$ cat config.mk
export PLATFORM = sky130hd
export DESIGN_NAME = axis_upsizer_8to32
export DESIGN_NICKNAME = d
export VERILOG_FILES = /design/src/rtl/axis_upsizer_8to32.sv
export SDC_FILE = /design/constraint.sdc
export NUM_CORES = 1
export LEC_CHECK = 0
export CAP_MARGIN = 20
export CORE_UTILIZATION = 55
export CTS_CLUSTER_SIZE = 20
export DETAILED_ROUTE_END_ITERATION = 6
export PLACE_DENSITY = 0.91
export SETUP_SLACK_MARGIN = 0.3
export SYNTH_ARGS = -nofsm -noshare
export SYNTH_HDL_FRONTEND = slang
export SYNTH_SLANG_ARGS = --single-unit
$ cat constraint.sdc
create_clock -name clk -period 5.1 [get_ports clk]
set_input_delay 1.02 -clock clk [delete_from_list [all_inputs] [get_ports clk]]
set_output_delay 1.02 -clock clk [all_outputs]
set_load 0.01 [all_outputs]
$ cat src/rtl/axis_upsizer_8to32.sv
// AXI-Stream byte-to-word upsizer: packs 8-bit beats into 32-bit words with lane enables.
// Optional macro AXIS_UPSIZER_STATS_EN adds a 16-bit count of completed output frames.
module axis_upsizer_8to32 (
   input  logic        clk,
   input  logic        rst_n,
   input  logic [7:0]  s_t_data,
   input  logic        s_t_valid,
   input  logic        s_t_last,
   output logic        s_t_ready,
   output logic [31:0] m_t_data,
   output logic        m_t_valid,
   output logic        m_t_last,
   output logic [3:0]  m_byte_enable,
   input  logic        m_t_ready
`ifdef AXIS_UPSIZER_STATS_EN
   ,
   output logic [15:0] frame_count
`endif
);

   logic [1:0]       idx_reg;
   logic [2:0][7:0]  acc_reg;
   logic [31:0]      m_data_reg;
   logic             m_valid_reg;
   logic             m_last_reg;
   logic [3:0]       m_be_reg;

   logic [31:0]      word_next;
   logic [3:0]       be_next;
   logic             in_beat;
   logic             out_beat;
   logic             complete;

   assign s_t_ready = !m_valid_reg || m_t_ready;
   assign in_beat   = s_t_valid && s_t_ready;
   assign out_beat  = m_valid_reg && m_t_ready;
   assign complete  = in_beat && ((idx_reg == 2'd3) || s_t_last);

   // The incoming byte fills lane idx; lanes above it stay zero in a short final word.
   genvar gi;
   generate
      for (gi = 0; gi < 4; gi++) begin : g_lane
         localparam logic [1:0] LANE = 2'(gi);
         if (gi < 3) begin : g_acc
            assign word_next[gi*8 +: 8] = (LANE == idx_reg) ? s_t_data :
                                          (LANE <  idx_reg) ? acc_reg[gi] : 8'h00;
         end else begin : g_top
            assign word_next[gi*8 +: 8] = (LANE == idx_reg) ? s_t_data : 8'h00;
         end
         assign be_next[gi] = (LANE <= idx_reg);
      end
   endgenerate

   always_ff @(posedge clk or negedge rst_n) begin
      if (!rst_n) begin
         idx_reg <= 2'd0;
         acc_reg <= '0;
      end else if (complete) begin
         idx_reg <= 2'd0;
         acc_reg <= '0;
      end else if (in_beat) begin
         acc_reg[idx_reg] <= s_t_data;
         idx_reg          <= idx_reg + 2'd1;
      end
   end

   // A completing beat can only be accepted when the output slot is free or draining.
   always_ff @(posedge clk or negedge rst_n) begin
      if (!rst_n) begin
         m_data_reg  <= 32'h0;
         m_valid_reg <= 1'b0;
         m_last_reg  <= 1'b0;
         m_be_reg    <= 4'h0;
      end else if (complete) begin
         m_data_reg  <= word_next;
         m_valid_reg <= 1'b1;
         m_last_reg  <= s_t_last;
         m_be_reg    <= be_next;
      end else if (out_beat) begin
         m_valid_reg <= 1'b0;
      end
   end

   assign m_t_data      = m_data_reg;
   assign m_t_valid     = m_valid_reg;
   assign m_t_last      = m_last_reg;
   assign m_byte_enable = m_be_reg;

`ifdef AXIS_UPSIZER_STATS_EN
   logic [15:0] frame_count_reg;

   always_ff @(posedge clk or negedge rst_n) begin
      if (!rst_n) begin
         frame_count_reg <= 16'h0;
      end else if (out_beat && m_last_reg) begin
         frame_count_reg <= frame_count_reg + 16'h1;
      end
   end

   assign frame_count = frame_count_reg;
`endif

endmodule

==> impl.org, run 1 <==
** Floorplanning
- Num ports :: 52
- The floorplan step defined a die boundary enclosing ~5500 um2.
- Overall die width :: 73.9 um
- After floorplanning, the core was sized to cover between 4000 and 5000 um2.
- The initial utilization of the core area, before any placement, comes to between 50% and 60%.
- After floorplanning, the core was divided into 25 placement rows.
- Die Ht :: approximately 74 um

** Yosys
- Top cell type by total area after synthesis :: sky130_fd_sc_hd__dfrtp_1
- Number of instances in the synthesized netlist :: roughly 200
- Mapped cell area :: between 2000 and 3000 um2
- The number of nets in the synthesized netlist is between 200 and 250.
- Post-synth EDFFs :: 0
- The share of the Yosys chip area taken by registers is approximately 56%.
- Top cells by area in the synthesized netlist :: sky130_fd_sc_hd__dfrtp_1 56%, sky130_fd_sc_hd__a22o_1 15%, sky130_fd_sc_hd__mux2_4 9.5%
- The synthesized netlist devotes 0% of its cell area to XOR and XNOR gates.
- The commonest cells after synthesis are 64 x sky130_fd_sc_hd__dfrtp_1, 48 x sky130_fd_sc_hd__a22o_1, 18 x sky130_fd_sc_hd__mux2_4.
- Share of the synthesized area in the top cell type :: between 50% and 60%
- Leading cell type by number of instances after synthesis :: sky130_fd_sc_hd__dfrtp_1
- Main combinational cell family by area after synthesis :: compound AO/OA/AOI/OAI gates
- Adder-cell share of the synthesized area :: roughly 2.2%
- Synth warn :: 0
- After synthesis, the share of cell area in mux cells is around 16%.
- Synthesized area divided by synthesized cell count :: around 15 um2
- Simple logic cell fraction of the synthesized area :: slightly below 4%
- In the synthesized netlist the async set-or-reset flop fraction comes to 100%.
- Complex-gate fraction of the synthesized area :: between 10% and 20%
- Most used flip-flop cell after synthesis :: sky130_fd_sc_hd__dfrtp_1
- The number of different library cells used by synthesis comes to 27.
- Number of synthesized register bits :: 64

** Timing
- The number of pins with negative max-slew slack in the final report was 0.
- Setup skew after layout :: approximately 3.8 ps
- Fin. Hold Viols :: 0
- RSZ-0062 raised after global routing :: false
- Slew at the pin closest to its max-slew limit :: 788 ps
- Worst hold slack after final layout :: between 400 and 500 ps
- Setup_tns :: 0 ps
- Maximum achievable frequency :: roughly 0.27 GHz
- Setup violations remaining at the end of the flow were counted as 0.
- Final period util :: 71.4%
- Final critical delay including setup and external delays :: around 3600 ps
- Slew Limit Headroom :: between 40% and 50%

** Setup path
- Together, buffers and inverters on the worst path number 2.
- The worst register-to-register path ends at acc_reg[1].
- Data arrival time of the critical path :: 2620 ps
- For the worst setup path, the data required time is around 4000 ps.
- Along the worst path, the maximum fanout reaches 15.
- STA classifies the critical path startpoint as an input pin.
- The critical path goes through clkdlybuf4s50_1 -> nand2b_1 -> clkdlybuf4s50_1.
- Category of the worst setup path capture point :: output pin
- Grouping stages by cell kind, the critical path spends the most delay in buffers and inverters.
- For this design, the slowest cell found on the critical path is sky130_fd_sc_hd__clkdlybuf4s50_1.
- Critical register-to-register path startpoint :: idx_reg[1]
- The most critical setup path has its startpoint at m_t_ready.
- Internal reg-to-reg setup slack :: 2870 ps
- The critical path is of the input pin to output pin type.
- Counting cells, the worst reg-to-reg path comes to 5.
- Most numerous cell on the critical path :: sky130_fd_sc_hd__clkdlybuf4s50_1
- On the worst path, the slowest cell contributes a delay of 660 ps.

** Clock tree
- The clock drives 64 sinks.
- In this run the post-CTS setup repair buffer count came out at 0.
- Number of buffers inserted during clock tree synthesis :: 9
- Post-CTS repair changed the size of 0 cells.
- Clock H-tree levels :: 3
- Hold-fix buffer count after cts :: 0
- Clock latency reported for the late side of the worst-skew pair :: 340 ps
- TritonCTS clock tree :: done
- The cell sitting at the root of the clock tree is a sky130_fd_sc_hd__clkbuf_8.
- After clock tree synthesis, the clock-pin slew on the worst setup and hold paths is around 60 ps.
- The clock passes through at most 2 buffers.

** Power
- Dividing total power by cell area gives a power density of 463 nW/um2.
- Leakage power :: around 1.7 nW
- Final total power :: between 0.0015 and 0.002 W
- Across the VDD grid, the largest voltage drop is slightly below 300 uV.

** Global route
- The first global-routing pass estimated approximately 9400 um of wire.
- Number of global-route vias before repair :: between 1,500 and 2,000
- Total overflow reported by the global router :: 0
- The number of antenna violations at the first check in global routing came to 0.
- Entering global routing, the biggest net connects 65 pins.
- Overall routing resource usage :: 24.4%

** Drt
- Detailed routing inserted a total of approximately 1,900 vias.
- First-pass DRT Iterations :: 4
- The detail route stage leaves a number of antenna-violating nets equal to 0.
- Routed WL per cell :: between 15 and 20 um
- Residual DRC :: 0
- Wirelength, routed :: approximately 5900 um
- After the first detailed-routing iteration, the DRC count stood at 79.
- Detail-routed via count per cell :: 5.94

** Hold path
- Worst min-delay path category :: flip-flop to flip-flop
- Depth of the worst hold-timing path :: 1
- Hold path startpoint :: m_byte_enable[0]
- The worst hold path terminates at m_byte_enable[0].

** Layout
- The register with the most flip-flops in the layout has 32 of them.
- Final net count :: between 200 and 300
- Antenna diodes :: 0
- Compared with the post-synthesis result, the final layout area differs by 26.5%.
- Post-Route Utilization :: 74.2%
- Fraction of layout cells with a size suffix above 1 :: between 20% and 30%
- Number of fill cells in the layout :: 280

** Place
- Summed over all nets, the half-perimeter wirelength after detailed placement is around 3700 um.
- The congestion estimate from routability-driven global placement came to 0.805.
- Number of I/O port buffers :: ~50

** Run
- Max capacitance violation total :: 0

** Outcome
- The flow ran to the end, and the final reports show no timing, DRC or antenna violations.
[cells in the final DEF (no fill, tap or decap)]
cell,count
sky130_fd_sc_hd__nor2_2,1
sky130_fd_sc_hd__ha_1,5
sky130_fd_sc_hd__nand2_1,1
sky130_fd_sc_hd__nand2b_1,3
sky130_fd_sc_hd__a21oi_1,2
sky130_fd_sc_hd__nand3b_4,1
sky130_fd_sc_hd__buf_2,2
sky130_fd_sc_hd__buf_4,1
sky130_fd_sc_hd__clkbuf_2,2
sky130_fd_sc_hd__a22o_1,48
sky130_fd_sc_hd__o311ai_2,3
sky130_fd_sc_hd__nor2b_1,2
sky130_fd_sc_hd__and3_1,1
sky130_fd_sc_hd__inv_1,5
sky130_fd_sc_hd__a21o_1,1
sky130_fd_sc_hd__bufinv_16,2
sky130_fd_sc_hd__mux2_4,18
sky130_fd_sc_hd__mux2i_1,2
sky130_fd_sc_hd__nor3_1,1
sky130_fd_sc_hd__clkdlybuf4s50_1,50
sky130_fd_sc_hd__nand3_1,1
sky130_fd_sc_hd__a31o_2,1
sky130_fd_sc_hd__clkbuf_8,12
sky130_fd_sc_hd__mux2_2,14
sky130_fd_sc_hd__nor4bb_1,3
sky130_fd_sc_hd__o21ai_0,1
sky130_fd_sc_hd__nor2_1,1
sky130_fd_sc_hd__a41o_1,1
sky130_fd_sc_hd__clkbuf_1,2
sky130_fd_sc_hd__dfrtp_1,64
[layout make-up]
type	instances	area (um2)	share of cell area, %
inverter	5	18.8	0.522
sequential	64	1600	44.5
tap	67	83.8	2.33
clock buffer	14	173	4.80
multi-input combinational	111	1130	31.5
timing repair buffer	55	528	14.7
clock inverter	2	60.1	1.67
[worst max path at each step]
stage / slack, ps / depth (start not counted) / end
2_1_floorplan: 2620 / 2 / s_t_ready
6_report: 1460 / 3 / s_t_ready
3_3_place_gp: 1490 / 3 / s_t_ready
5_1_grt: 1380 / 3 / s_t_ready
4_1_cts: 1460 / 3 / s_t_ready
3_5_place_dp: 1470 / 3 / s_t_ready
[cell families after synthesis]
group	count (synthesis)
compound gates	57
fa+ha+maj	5
buf+inv	21
flops	64
mux	34
simple gates	15
[per-layer routing]
metal / share of wire [%] / routed length, um / GRT usage (%)
met4: 1.5 / 89 / 12.2
met1: 46 / 2730 / 33.0
met5: 0 / 0 / 0
met2: 48 / 2850 / 38.2
met3: 4.3 / 257 / 4.53
[power breakdown]
part           switching, W  leakage (nW)  internal (W)
registers         0.0000635         0.848      0.000617
logic              0.000197         0.754      0.000288
clock network      0.000185         0.117      0.000316
total              0.000445          1.72       0.00122
[metrics by stage]
step                cells  area (um2)  worst slack, ps
detailed placement    300        3350             1470
floorplan             196        2840             2620
finish                318        3600             1460
CTS                   316        3590             1460
global placement      299        3350             1490
global route          318        3600             1380
(Power assumes the default switching activity.)
==> inputs of run 2 (changes only) <==
CORE_UTILIZATION = 47   (was 55)
PLACE_DENSITY = 0.84   (was 0.91)
clock period = 2.95 ns   (was 5.1 ns; I/O delays follow)
==> run 2 against run 1 <==
Against the previous run:
- core utilization down 11 points
- power rose by 60%
- final area is 0.52% lower
- die area rose by 17%
- final cell count up 2.5%
- sequential cell count stayed put
==> impl.org, run 2 (same netlist as run 1, synthesis figures left out) <==
** Place
- The HPWL after detailed placement is 3930 um.
- Weighted congestion reported at the end of routability-driven placement :: between 0.7 and 0.8
- Port buffering added slightly above 50 buffers.

** Layout
- Fraction of layout cells with a size suffix above 1 :: between 20% and 30%
- The library cells used most frequently in the layout, excluding fill and tap cells, are 64 x sky130_fd_sc_hd__dfrtp_1, 50 x sky130_fd_sc_hd__clkdlybuf4s50_1, 48 x sky130_fd_sc_hd__a22o_1, 18 x sky130_fd_sc_hd__mux2_4, 14 x sky130_fd_sc_hd__mux2_2.
- The number of antenna diodes in the final layout is 0.
- The register with the most flip-flops in the layout has 32 of them.
- In the final design database the tool counted between 200 and 300 nets.
- Synthesis-to-finish area growth :: 25.8%
- The filler cells instantiated in the layout total around 440.
- Most common cell after layout, fill and taps aside :: sky130_fd_sc_hd__dfrtp_1

** Clock tree
- Clock transition at path regs :: roughly 70 ps
- Clock H-tree levels :: 3
- TritonCTS clock tree :: done
- Cts repair resizes :: 0
- The tree built by TritonCTS fans out to 64 sinks.
- Hold-fix buffer count after cts :: 0
- The cell sitting at the root of the clock tree is a sky130_fd_sc_hd__clkbuf_8.
- Clock latency reported for the late side of the worst-skew pair :: about 340 ps
- Number of post-CTS setup repair buffers :: 0
- Number of buffers inserted during clock tree synthesis :: 9
- The longest clock path from root to sink contains 2 buffers.

** Setup path
- The endpoint identified for the worst register-to-register timing path is m_t_data[24].
- Data arrival time of the critical path :: approximately 1800 ps
- Internal reg-to-reg setup slack :: 840 ps
- STA classifies the critical path startpoint as an input pin.
- In this run the worst path has a maximum fanout of 3.
- The worst setup path is captured at an output pin.
- Type of the worst setup path :: input pin to output pin
- In this run the critical register-to-register path is launched from idx_reg[1].
- At the worst endpoint, the required time is between 2000 and 2500 ps.
- Count of cells along the worst register-to-register path :: 5

** Timing
- Setup_tns :: 0 ps
- The number of pins with negative max-slew slack in the final report is 0.
- Fin. Hold Viols :: 0
- Clock skew on the completed layout was measured at a little under 9 ps.
- Final setup fails :: 0
- Measured against its own limit, the worst slew margin works out to 53.5%.
- Dividing the final minimum period by the clock period gives between 80% and 90%.
- Slew at the pin closest to its max-slew limit :: between 600 and 700 ps
- Maximum achievable frequency :: slightly above 0.4 GHz
- The clock period could shrink to ~2400 ps.
- Worst hold slack after final layout :: 287 ps
- RSZ-0062 raised after global routing :: false

** Hold path
- Worst min-delay path category :: input pin to asynchronous set/reset pin

** Drt
- Residual DRC :: 0
- After detailed routing, the total wire length is roughly 6100 um.
- Detailed routing inserted a total of ~1,900 vias.
- Final antenna-violating net count :: 0
- Initial DRC Count :: 169
- Dividing the detail-routed via count by the number of cells gives 5.81.
- Routed WL per cell :: 18.8 um
- First-pass DRT Iterations :: 4

** Run
- The tool flagged a number of max-cap violations equal to 0.

** Power
- The analysis attributes to cell leakage a power of 1.71 nW.
- Summed over all nets, the switching power comes to around 0.00078 W.
- Switching share of power :: between 20% and 30%
- Of the total power, the clock network draws between 20 and 25%.
- Combinational cells account for 31.8% of the total power.
- Power density over cell area :: ~750 nW/um2
- The internal power of the cells totals 0.00190 W.
- Max IR drop VDD :: a little under 400 uV
- The share of total power dissipated in sequential elements is between 40% and 50%.

** Global route
- Number of global-route vias before repair :: roughly 1,900
- Total overflow reported by the global router :: 0
- The number of antenna violations at the first check in global routing was 0.
- The first global-routing pass estimated slightly below 10,000 um of wire.
- Overall routing resource usage :: 21.2%
- Entering global routing, the biggest net connects 35 pins.

** Floorplanning
- The initial utilization of the core area, before any placement, comes to between 50 and 60%.
- The die covers roughly 6400 um2.
- The die is between 70 and 80 um tall.
- Overall die width :: about 80 um
- The core region is 5680 um2.
- Pin placement for this block handled 52 I/O pins.
- Number of cell rows :: 27

** Outcome
- Status :: complete, no violations
## run 2: worst max-delay path by stage
stage / startpoint / endpoint / slack (ps) / cells after the start
global placement: s_t_last / m_t_data[27] / 480 / 5
detailed placement: s_t_last / m_t_data[27] / 420 / 5
global route: m_t_ready / s_t_ready / 490 / 3
finish: m_t_ready / s_t_ready / 520 / 3
floorplan: idx_reg[0] / m_t_data[6] / 1240 / 5
CTS: m_t_ready / s_t_ready / 500 / 3
## run 2: final cells by class
class	count	area (um2)	area share [%]
Sequential cell	64	1600	44.8
Inverter	5	18.8	0.524
Timing Repair Buffer	58	571	15.9
Tap cell	72	90.1	2.52
Clock inverter	4	20.0	0.559
Clock buffer	12	145	4.06
Multi-Input combinational cell	111	1130	31.6
## run 2: through the flow
step | cells | power, W | utilization, % | setup slack [ps] | cell area (um2)
4_1_cts | 326 | 0.00270 | 63.1 | 504 | 3580
3_3_place_gp | 310 | 0.00202 | 60.1 | 476 | 3410
3_5_place_dp | 310 | 0.00204 | 60.1 | 417 | 3410
6_report | 326 | 0.00267 | 63.1 | 519 | 3580
5_1_grt | 326 | 0.00281 | 63.1 | 486 | 3580
2_1_floorplan | 196 | 0.00164 | - | 1240 | 2840
## run 2: per-layer routing
metal	vias up	track usage, %	wire [um]
li1	849	-	-
met1	956	28.7	2710
met2	79	31.8	2840
met3	11	5.60	465
met4	0	9.46	109
met5	-	0	0
## run 2: critical path, cell delays in order
cell and delay (ps):
sky130_fd_sc_hd__clkdlybuf4s50_1 460, sky130_fd_sc_hd__nand2b_1 210, sky130_fd_sc_hd__clkdlybuf4s50_1 580
## run 2: power groups by stage
stage	registers (W)	logic [W]	clock network, W
floorplan	0.00123	0.000412	0
CTS	0.00118	0.000860	0.000659
global placement	0.00119	0.000830	0
detailed placement	0.00119	0.000849	0
finish	0.00118	0.000851	0.000646
global route	0.00120	0.000912	0.000698
==> inputs of run 3 (changes only) <==
clock period = 2.2 ns   (was 2.95 ns; I/O delays follow)
==> run 3 against run 2 <==
Against the previous run:
- critical path depth up 2
- clock-buffer cell count unchanged
- combinational power up 37%
- core utilization up 1.6 points
- sequential share of layout area down 1.1 points
- wire length up 1.4%
- die area unchanged
- sequential cell count unchanged
- clock power up 49%
- final cell count up 2.1%
==> impl.org, run 3 (same netlist as run 1, synthesis figures left out) <==
** Outcome
- The flow ran to the end, and the final reports show no timing, DRC or antenna violations.

** Layout
- Leading cell types in the layout, fill and taps excluded :: 64 x sky130_fd_sc_hd__dfrtp_1, 49 x sky130_fd_sc_hd__clkdlybuf4s50_1, 48 x sky130_fd_sc_hd__a22o_1, 18 x sky130_fd_sc_hd__mux2_4, 14 x sky130_fd_sc_hd__mux2_2
- Cells with a size suffix above 1 make up approximately 27% of the layout.
- At the end of the flow, the number of nets in the layout was between 200 and 300.
- Most common cell after layout, fill and taps aside :: sky130_fd_sc_hd__dfrtp_1
- Synthesis-to-finish area growth :: 29.0%
- Max FFs per register :: 32
- Antenna diodes :: 0

** Global route
- The via count of the first global-routing pass is 1,950.
- For this run the aggregate overflow at the end of global routing stands at 0.
- Number of antenna violations at the first check in global routing :: 0
- Entering global routing, the biggest net connects 27 pins.
- First-pass GRT wire length :: 9900 um
- Across every metal layer, demand over resource in global routing totals a little over a fifth.

** Drt
- Summing over every cut layer, the via total after detailed routing is 1,897.
- In the final routed layout, each cell accounts on average for about 19 um.
- Detail-routed via count per cell :: approximately 5.7
- In the routed design, unresolved DRC markers number 0.
- Summed over all layers, the routed wires come to ~6200 um.
- For this block, the initial DRC count from the detailed router was 118.
- First-pass DRT Iterations :: 4
- Final antenna-violating net count :: 0

** Timing
- Setup skew after layout :: 11.6 ps
- Final setup fails :: 0
- Fin. Hold Viols :: 0
- Final critical delay including setup and external delays :: approximately 1800 ps
- RSZ-0062 raised after global routing :: false
- Maximum achievable frequency :: approximately 0.57 GHz
- The tightest hold path in the finished design has a slack of ~47 ps.
- Setup_tns :: 0 ps
- Slew at the pin closest to its max-slew limit :: 565 ps
- The final critical path takes up 79.6% of the cycle.
- The worst path meets setup with around 450 ps of slack.
- Slew Limit Headroom :: between 60 and 70%
- Total count of max-transition violations in the final report :: 0

** Setup path
- Sequence of cells on the critical path :: inv_1 -> ha_2 -> nor2b_1 -> a22o_1 -> mux2_4
- Data arrival time of the critical path :: 2040 ps
- The worst register-to-register path ends at m_t_data[13].
- At the worst endpoint, the required time is about 2500 ps.
- Count of cells along the worst register-to-register path :: 5
- Crit path max-delay cell type :: sky130_fd_sc_hd__nor2b_1
- In this design, the stage delay of the slowest critical-path cell is approximately 480 ps.
- Type of the worst setup path :: flip-flop to flip-flop
- STA classifies the critical path startpoint as a flip-flop.
- Critical register-to-register path startpoint :: idx_reg[1]
- Of all nets on the critical path, the largest fanout is 11.
- Buffer and inverter count on the worst path :: 1
- Worst path top cell family by delay :: simple AND/OR/NAND/NOR gates
- Category of the worst setup path capture point :: flip-flop
- Internal reg-to-reg setup slack :: between 400 and 500 ps

** Power
- Power density over cell area :: between 1000 and 1500 nW/um2
- Max IR drop VDD :: 666 uV
- The completed layout was analyzed and its total power is between 0.003 and 0.004 W.
- Summed over all cells, the static leakage comes to around 1.7 nW.

** Place
- Routability-driven placement finished with a final weighted congestion of just under 0.8.
- Worst setup slack after placement :: 156 ps
- Port buffering added 51 buffers.
- HPWL after detailed placement :: ~4100 um

** Floorplanning
- The die is between 70 and 80 um tall.
- Starting density of the core :: between 50% and 60%
- After floorplanning, the core was divided into 27 placement rows.
- Overall die width :: 79.8 um
- The die covers 6370 um2.
- The core region is 5680 um2.
- 52 I/O pins were placed.

** Clock tree
- The H-tree generated during clock tree synthesis spans 3 levels.
- Clock-pin slew was measured on the worst setup and hold paths at 70 ps.
- Clock root buffer master :: sky130_fd_sc_hd__clkbuf_8
- TritonCTS built the clock tree.
- At the later pin of the worst-skew pair, clock insertion delay measures 350 ps.
- Number of post-CTS setup repair buffers :: 0
- Clock tree synthesis inserted a total of 9 buffers.
- Hold-fix buffer count after cts :: 0
- The longest clock path from root to sink contains 2 buffers.
- The clock drives 64 sinks.

** Run
- Max capacitance violation total :: 0

** Hold path
- Worst min-delay path category :: input pin to asynchronous set/reset pin
-- run 3: worst max-delay path by stage --
| stage | endpoint | depth (start not counted) | from | slack, ps |
|---|---|---|---|---|
| finish | m_t_data[13] | 5 | idx_reg[1] | 450 |
| global route | m_t_data[9] | 5 | idx_reg[1] | 300 |
| CTS | m_t_data[17] | 5 | idx_reg[0] | 330 |
| detailed placement | m_t_data[1] | 6 | m_t_ready | 160 |
| global placement | s_t_ready | 3 | m_t_ready | 210 |
| floorplan | m_t_data[6] | 5 | idx_reg[0] | 490 |
-- run 3: cell type report --
type | count | area (um2)
Multi-Input combinational cell | 111 | 1140
Timing Repair Buffer | 65 | 634
Inverter | 5 | 18.8
Clock buffer | 12 | 135
Fill cell | 425 | 2010
Sequential cell | 64 | 1600
Tap cell | 72 | 90.1
Clock inverter | 4 | 45.0
-- run 3: power by group --
group	total [W]	switching (W)	internal (W)
Clock	0.000964	0.000446	0.000519
Combinational	0.00117	0.000464	0.000702
Sequential	0.00158	0.000151	0.00143
Total	0.00371	0.00106	0.00265
-- run 3: metrics by stage --
step	util (%)	area [um2]	cells
after floorplan	-	2840	196
after global placement	61.3	3480	317
after detailed placement	61.3	3480	317
after CTS	64.5	3660	333
after global routing	64.7	3670	333
final	64.7	3670	333
-- run 3: layer usage --
| layer | routed length (um) | part of all wire (%) | global-route usage, % |
|---|---|---|---|
| met3 | 289 | 4.7 | 4.00 |
| met4 | 201 | 3.2 | 12.7 |
| met1 | 2900 | 47 | 29.2 |
| met5 | 0 | 0 | 0 |
| met2 | 2830 | 45 | 32.0 |
-- run 3: what timing repair did --
| item | CTS | global route |
|---|---|---|
| pin swaps | 0 | 0 |
| endpoints found under the setup margin | 2 | 23 |
| gates cloned | 0 | 0 |
| resized for setup | 2 | 4 |
